==> src/rtl/pe_overlay_pkg.sv <==
// Shared definitions for overlay processing-element slots.
//   DEFAULT_DATA_WIDTH : default per-channel payload width
//   CH_*               : directional channel indices
//   clog2()            : constant ceiling-log2 for parameter derivation
package pe_overlay_pkg;

   localparam int unsigned DEFAULT_DATA_WIDTH = 130;

   localparam int unsigned CH_EAST  = 0;
   localparam int unsigned CH_WEST  = 1;
   localparam int unsigned CH_NORTH = 2;
   localparam int unsigned CH_SOUTH = 3;

   // Smallest r with 2**r >= v.
   function automatic int unsigned clog2(input int unsigned v);
      int unsigned r;
      r = 0;
      for (int unsigned i = 0; i < 32; i++) begin
         if ((32'd1 << i) < v) r = i + 1;
      end
      return r;
   endfunction

endpackage

==> src/rtl/pe_chan_fifo.sv <==
// Single-channel elastic FIFO, first-word-fall-through.
//   clk, reset          : clock, async active-high reset
//   ap_start            : global enable, low freezes the channel
//   flush               : synchronous clear of pointers and count
//   in_data/valid/ready : upstream handshake
//   out_data/valid/ready: downstream handshake
//   count               : current entry count (registered)
module pe_chan_fifo
   import pe_overlay_pkg::*;
#(
   parameter  int unsigned DATA_WIDTH = DEFAULT_DATA_WIDTH,
   parameter  int unsigned DEPTH      = 4,
   localparam int unsigned ADDR_BITS  = clog2(DEPTH),
   localparam int unsigned CW         = ADDR_BITS + 1
) (
   input  logic                  clk,
   input  logic                  reset,
   input  logic                  ap_start,
   input  logic                  flush,
   input  logic [DATA_WIDTH-1:0] in_data,
   input  logic                  in_valid,
   output logic                  in_ready,
   output logic [DATA_WIDTH-1:0] out_data,
   output logic                  out_valid,
   input  logic                  out_ready,
   output logic [CW-1:0]         count
);

   logic [DATA_WIDTH-1:0] mem [DEPTH];
   logic [ADDR_BITS-1:0]  wr_ptr;
   logic [ADDR_BITS-1:0]  rd_ptr;
   logic                  push;
   logic                  pop;
   logic                  enable;

   // Reset gating keeps both strobes low while reset is held, not just after.
   assign enable    = ~reset & ap_start & ~flush;
   assign in_ready  = enable & (count != CW'(DEPTH));
   assign out_valid = enable & (count != '0);
   assign out_data  = (count != '0) ? mem[rd_ptr] : '0;

   assign push = in_valid & in_ready;
   assign pop  = out_valid & out_ready;

   // Pointer and occupancy state; pointers wrap naturally since DEPTH is 2**n.
   always_ff @(posedge clk or posedge reset) begin
      if (reset) begin
         wr_ptr <= '0;
         rd_ptr <= '0;
         count  <= '0;
      end else if (flush) begin
         wr_ptr <= '0;
         rd_ptr <= '0;
         count  <= '0;
      end else begin
         if (push) wr_ptr <= wr_ptr + ADDR_BITS'(1);
         if (pop)  rd_ptr <= rd_ptr + ADDR_BITS'(1);
         case ({push, pop})
            2'b10:   count <= count + CW'(1);
            2'b01:   count <= count - CW'(1);
            default: count <= count;
         endcase
      end
   end

   // Storage array, intentionally not reset.
   always_ff @(posedge clk) begin
      if (push) mem[wr_ptr] <= in_data;
   end

endmodule

==> src/rtl/pe_passthru_fifo.sv <==
// Pass-through PE slot: NUM_CH independent elastic FIFO channels.
//   clk, reset            : clock, async active-high reset
//   ap_start              : global enable
//   flush[NUM_CH]         : per-channel synchronous clear
//   in_data/valid/ready   : flat upstream vectors, channel i at [i*W +: W]
//   out_data/valid/ready  : flat downstream vectors
//   occupancy             : per-channel count, ADDR_BITS+1 bits each
module pe_passthru_fifo
   import pe_overlay_pkg::*;
#(
   parameter  int unsigned DATA_WIDTH = DEFAULT_DATA_WIDTH,
   parameter  int unsigned NUM_CH     = 4,
   parameter  int unsigned DEPTH      = 4,
   localparam int unsigned ADDR_BITS  = clog2(DEPTH),
   localparam int unsigned CW         = ADDR_BITS + 1
) (
   input  logic                         clk,
   input  logic                         reset,
   input  logic                         ap_start,
   input  logic [NUM_CH-1:0]            flush,
   input  logic [NUM_CH*DATA_WIDTH-1:0] in_data,
   input  logic [NUM_CH-1:0]            in_valid,
   output logic [NUM_CH-1:0]            in_ready,
   output logic [NUM_CH*DATA_WIDTH-1:0] out_data,
   output logic [NUM_CH-1:0]            out_valid,
   input  logic [NUM_CH-1:0]            out_ready,
   output logic [NUM_CH*CW-1:0]         occupancy
);

   // One FIFO per channel, sliced out of the flat vectors.
   for (genvar i = 0; i < NUM_CH; i++) begin : g_ch
      pe_chan_fifo #(
         .DATA_WIDTH (DATA_WIDTH),
         .DEPTH      (DEPTH)
      ) u_fifo (
         .clk       (clk),
         .reset     (reset),
         .ap_start  (ap_start),
         .flush     (flush[i]),
         .in_data   (in_data[i*DATA_WIDTH +: DATA_WIDTH]),
         .in_valid  (in_valid[i]),
         .in_ready  (in_ready[i]),
         .out_data  (out_data[i*DATA_WIDTH +: DATA_WIDTH]),
         .out_valid (out_valid[i]),
         .out_ready (out_ready[i]),
         .count     (occupancy[i*CW +: CW])
      );
   end

endmodule

==> config.mk <==
export PLATFORM = sky130hd
export DESIGN_NAME = pe_passthru_fifo
export DESIGN_NICKNAME = d
export VERILOG_FILES = /design/src/rtl/pe_overlay_pkg.sv /design/src/rtl/pe_chan_fifo.sv /design/src/rtl/pe_passthru_fifo.sv
export SDC_FILE = /design/constraint.sdc
export NUM_CORES = 2
export LEC_CHECK = 0
export BUFFER_PORTS_ARGS = -buffer_cell sky130_fd_sc_hd__buf_4
export CAP_MARGIN = 25
export CORE_MARGIN = 2
export CORE_UTILIZATION = 45
export CTS_BUF_LIST = sky130_fd_sc_hd__clkbuf_2 sky130_fd_sc_hd__clkbuf_4 sky130_fd_sc_hd__clkbuf_8
export DETAILED_ROUTE_END_ITERATION = 12
export HOLD_SLACK_MARGIN = 0.08
export PLACE_DENSITY = 0.65
export SYNTH_ARGS = -nofsm -noshare
export SYNTH_HDL_FRONTEND = slang
export SYNTH_SLANG_ARGS = --single-unit
==> constraint.sdc <==
create_clock -name clk -period 9.3 [get_ports clk]
set_input_delay 0.93 -clock clk [delete_from_list [all_inputs] [get_ports clk]]
set_output_delay 0.93 -clock clk [all_outputs]
set_load 0.02 [all_outputs]
* Yosys cells after proc, flatten, opt, wreduce, memory -nomap -nowiden
Memory sizes are Yosys's and may differ from the RTL's.
Index checks and enable logic that the tools add are counted.
** Storage, ports and cells
- Memory bits (writable) :: 2080
- Memories kept :: 4
- Input bits :: 535
- Register bits after elaboration :: 28
- Logic and storage cells :: 122
** Memory list
- g_ch[0].u_fifo.mem :: depth 4, bits a word 130, rd ports 1, clocked after memory_dff 0, wr ports 1, line pe_chan_fifo.sv:29 : logic [DATA_WIDTH-1:0] mem [DEPTH];
- g_ch[1].u_fifo.mem :: depth 4, bits a word 130, rd ports 1, clocked after memory_dff 0, wr ports 1, line pe_chan_fifo.sv:29
- g_ch[2].u_fifo.mem :: depth 4, bits a word 130, rd ports 1, clocked after memory_dff 0, wr ports 1, line pe_chan_fifo.sv:29
- g_ch[3].u_fifo.mem :: depth 4, bits a word 130, rd ports 1, clocked after memory_dff 0, wr ports 1, line pe_chan_fifo.sv:29
** Operators by class
- Bitwise gates (word level) :: 26
- $add $sub $neg :: 16
- Reduce and logical (&&, ||, !) cells :: 16
- Multiplexer cells :: 36
- Equal/unequal tests :: 12
** Operator list (number)
- $mux 130 :: 4
- $mux 2 :: 16
- $pmux 3 s2 :: 4
- $reduce_bool 3->1 :: 8
- $and 1x1->1 :: 21
- $add 2x1->2 const B :: 8
- $reduce_bool 2->1 :: 8
- $add 3x1->3 const B :: 4
- $mux 3 :: 4
- $ne 3x3->1 const B :: 4
- $sub 3x1->3 const B :: 4
- $eq 2x1->1 const B :: 4
- $eq 2x2->1 const B :: 4
- $mux 1 :: 8
- $not 1->1 :: 5

* Depth between registers and ports, before layout
- Word-level depth :: 8
- Depth in mapped cells :: 10

* By module
A second synthesis with hierarchy kept.
** Second synthesis, totals
- Cells, all modules :: 3506
- Area, all modules :: 80392.1 um^2
** Modules (own cells, without submodules)
- pe_chan_fifo at g_ch[0].u_fifo ... :: area each 20108.0 um^2, cells each 876, instances 3, sequential area each 15790.1 um^2
- pe_chan_fifo at g_ch[1].u_fifo :: area each 20068.0 um^2, cells each 878, instances 1, sequential area each 15790.1 um^2

* Worst setup path after synthesis
No wires, ideal clock.
- Path kind :: input -> register
- From :: in reset
- To :: mem g_ch[1].u_fifo.mem[0][0] (netlist bit) (enable)
- Data arrival time :: 4.789 ns
- Data required time :: 8.795 ns
- Stages on the path :: 4
- Path buffers :: 1
- Library setup time :: 0.505 ns
- Slack :: 4.007 ns
- Path through :: nor3b_1 and3b_1 clkbuf_1 and2_1
** Between the ends
- Cells in the longest elaborated chain, start to end :: 7
** RTL lines
- start: declaration :: line pe_passthru_fifo.sv:18 : input logic reset,
- $not 1->1 :: line pe_chan_fifo.sv:37 : assign enable = ~reset & ap_start & ~flush;
- $and 1x1->1 (2 in series) :: line pe_chan_fifo.sv:37
- $and 1x1->1 :: line pe_chan_fifo.sv:38 : assign in_ready = enable & (count != CW'(DEPTH));
- $and 1x1->1 :: line pe_chan_fifo.sv:42 : assign push = in_valid & in_ready;
- $mux 1 :: line pe_chan_fifo.sv:68 : if (push) mem[wr_ptr] <= in_data;
- $mux 1 (implied by the code) :: line pe_chan_fifo.sv:68
- end: declaration :: line pe_chan_fifo.sv:29
Every way passes these cells.

* Final worst setup path
- From :: reg g_ch[1].u_fifo.rd_ptr[1]
- To :: out out_data[252]
** Between the ends
- Cells in the longest elaborated chain, start to end :: 2
** RTL lines
- start: declaration :: line pe_chan_fifo.sv:31 : logic [ADDR_BITS-1:0] rd_ptr;
- start signal: assignment :: line pe_chan_fifo.sv:57 : if (pop) rd_ptr <= rd_ptr + ADDR_BITS'(1);
- $mem_v2 4x130
- $mux 130 :: line pe_chan_fifo.sv:40 : assign out_data = (count != '0) ? mem[rd_ptr] : '0;
- end: declaration :: line pe_passthru_fifo.sv:24 : output logic [NUM_CH*DATA_WIDTH-1:0] out_data,
Every way passes these cells.

==> run_results.csv <==
group,metric,value,unit
timing,clock_skew,76.3,ps
worst_hold_path,min_to,"g_ch[2].u_fifo.rd_ptr[1]",
global_routing,grt_max_degree,108,
clock_network,clkTransAtPathRegs,60,ps
worst_hold_path,min_path_cells,2,
floorplan,fp.dieH,426,um
drt,firstDrtPassIters,7,
yosys,synthCells,3521,
run,maxCapViolations,0,
global_routing,grt_pass1_vias,43800,
cells_and_area,syn_to_final_growth,28.0,%
floorplan,row_count,155,
clock_network,cts_tree,"yes",
yosys,netlist_top_cells_area,"edfxtp_1 78%, mux4_2 15%, and2_1 4.2%, dfrtp_1 0.87%, clkbuf_1 0.55%",
drt,wl_per_cell,25.8,um
floorplan,io_pins,1075,
drt,drc,0,
cells_and_area,final_common_cell,"edfxtp_1",
clock_network,cts_hold_buffers,523,
yosys,postSynthAreaPerCell,22.8,um^2
cells_and_area,nets,5891,
power,vdd_drop_max,0.000155,V
yosys,ys_types,44,
critical_path,path_cells,"buf_4 -> buf_4 -> mux4_2 -> and2_1 -> buf_4",
power,powerDensity,189,nW/um^2
clock_network,cts_buffer_depth,4,
floorplan,dieArea,182000,um^2
run_status,status,"finished clean",
floorplan,start_util,45.1,%
critical_path,reg2reg_depth,5,
clock_network,cts_buffers,358,
timing,final_max_slew_viol_count,0,
drt,drt_iter0_markers,2826,
critical_path,arrival,4170,ps
timing,slew_headroom,22.4,%
timing,period_share,54.8,%
cells_and_area,drive_above_1_share,39.4,%
yosys,synthArstFlopShare,1.33,%
timing,period_needed,5100,ps
timing,max_freq,0.196,GHz
timing,rsz0062_at_grt,"false",
critical_path,crit_path_frequent_cell,"buf_4",
drt,ant_nets,0,
yosys,synth_top_cell_area_share,77.8,%
worst_hold_path,hp-start,"flush[2]",
yosys,synth_enable_flop_cells,2080,
clock_network,clk_latency,1060,ps
timing,worst_pin_slew,1160,ps
critical_path,start_kind,"flip-flop",
floorplan,die_x,426,um
timing,fin_ws,4200,ps
critical_path,cp_slowest_cell,"dfrtp_4",
clock_network,cts_sinks,2108,
cells_and_area,fillers,13000,
timing,setup-violations-final,0,
global_routing,antenna_found_initial,56,
critical_path,cpPeakStageDelay,800,ps
yosys,synth_area,80300,um^2
yosys,synth_top_area_cell,"edfxtp_1",
place,placed_area,91000,um^2
floorplan,core-area,178000,um^2
critical_path,worstReg2RegEnd,"g_ch[3].u_fifo.mem[3][4]",
critical_path,worstPathMaxFanout,52,
yosys,yosysSeqAreaShare,78.7,%
clock_network,cts_resized,0,
yosys,syn-num-nets,4076,
yosys,ys_ff_latch,2108,
cells_and_area,layout_common_cells,"2080 x edfxtp_1, 1122 x buf_4, 525 x and2_1, 523 x dlygate4sd3_1, 520 x mux4_2",
critical_path,crit_family,"buffers and inverters",
global_routing,grt_usage,22.2,%
drt,wl,205000,um
critical_path,endpoint_kind,"primary output",
cells_and_area,postLayoutCellArea,103000,um^2
global_routing,grt_overflow_total,0,
clock_network,htreeDepth,5,
cells_and_area,fin_util,57.8,%
place,hpwl,130000,um
place,place_congestion,0.822,
timing,hold_viol,0,
global_routing,grt_pass1_wl,293000,um
clock_network,root_buffer,"clkbuf_8",
power,p_leak,35.1,nW
drt,vias_per_cell,5.28,
place,place_ws,4760,ps
drt,vias,42100,
place,port_buffers,1074,
critical_path,worstSetupPathType,"reg2out",
critical_path,r2r_slack,5790,ps
worst_hold_path,min_path_type,"in2reg",
critical_path,r2r_start,"g_ch[3].u_fifo.count[2]",
timing,final.setup.tns,0,ps
critical_path,worstPathRequired,8370,ps
yosys,synth-main-ff-cell,"edfxtp_1",
yosys,yosysWarningCount,0,
critical_path,worst-path-buf-inv,3,
clock_network,cts_setup_buffers,0,
==> stage by stage <==
stage / total power [mW] / hold slack, ps / cells
floorplan: 11.2 / 536 / 3521
global placement: 11.8 / 566 / 6807
detailed placement: 11.8 / 582 / 6807
CTS: 19.7 / 80.4 / 7932
global route: 20.2 / 123 / 7963
finish: 19.5 / 226 / 7968
==> worst max-delay path by stage <==
stage / startpoint / end / slack, ps / cells after the start
2_1_floorplan: reset / g_ch[1].u_fifo.mem[0][0] / 4010 / 4
3_3_place_gp: flush[3] / g_ch[3].u_fifo.mem[3][8] / 4710 / 7
3_5_place_dp: reset / g_ch[2].u_fifo.mem[1][97] / 4760 / 6
4_1_cts: g_ch[0].u_fifo.rd_ptr[1] / out_data[107] / 3970 / 5
5_1_grt: g_ch[0].u_fifo.rd_ptr[1] / out_data[43] / 3930 / 5
6_report: g_ch[1].u_fifo.rd_ptr[1] / out_data[252] / 4200 / 5
==> cell families (layout without fill, tap and decap cells) <==
family                   Yosys count  in the layout  synth area share (%)
AO/OA/AOI/OAI                     19             19                 0.195
XOR/XNOR                          16             16                 0.175
adder cells (fa/ha/maj)           20             20                 0.349
buffers and inverters            207           2264                  1.09
flip-flops                      2108           2108                  78.7
multiplexers                     532            532                  14.7
other                              0             35                     0
AND/OR/NAND/NOR                  619            619                  4.75
==> routing by layer <==
layer	global-route usage (%)	wire (um)	vias to the layer above	share of wire (%)
met3	6.30	15300	434	7.5
met4	10.1	9400	6	4.6
li1	-	-	18100	-
met1	27.7	78100	22000	38
met2	36.1	102000	1591	50
met5	0	34	-	0.017
==> report_power, final <==
| part | leakage, nW | switching [mW] | total [mW] | internal [mW] |
|---|---|---|---|---|
| Combinational | 12.6 | 0.701 | 1.30 | 0.599 |
| Sequential | 19.1 | 0.0203 | 10.5 | 10.5 |
| Clock | 3.41 | 3.55 | 7.65 | 4.11 |
| Total | 35.1 | 4.27 | 19.5 | 15.2 |
==> final cells by class <==
class	instances	area, um^2	share of cell area [%]
Sequential cell	2108	63200	61.5
Multi-Input combinational cell	1206	16300	15.8
Timing Repair Buffer	1649	13700	13.4
Clock buffer	473	5850	5.69
Tap cell	2355	2950	2.87
Clock inverter	129	613	0.597
Antenna cell	35	87.6	0.0852
Inverter	13	48.8	0.0475
==> state kept, by name (all words and copies together) (netlist names) <==
name / cells
g_ch.u_fifo.count: 12
g_ch.u_fifo.rd_ptr: 8
g_ch.u_fifo.wr_ptr: 8
g_ch.u_fifo.mem: 2080
==> synth_stat cells (4+ instances only) <==
| master | n |
|---|---|
| edfxtp_1 | 2080 |
| and2_1 | 541 |
| mux4_2 | 520 |
| clkbuf_1 | 117 |
| buf_2 | 49 |
| dfrtp_1 | 28 |
| nor2_1 | 22 |
| buf_1 | 18 |
| ha_1 | 16 |
| inv_1 | 13 |
| buf_4 | 10 |
| nand2_1 | 9 |
| xor2_1 | 9 |
| mux2i_1 | 8 |
| nand4_1 | 7 |
| nor3b_1 | 7 |
| xnor2_1 | 7 |
| nand2b_1 | 6 |
| nand3_1 | 6 |
| nor2b_1 | 6 |
| a21oi_1 | 5 |
| or3_1 | 5 |
| fa_1 | 4 |
| mux2_2 | 4 |
==> worst reg2reg max path, stage by stage (launching register included) <==
cell and delay, ps:
dfrtp_1 440, or3b_2 240, and3_1 340, and2_4 700
buf_4 700, buf_4 680
(Power assumes the default switching activity.)
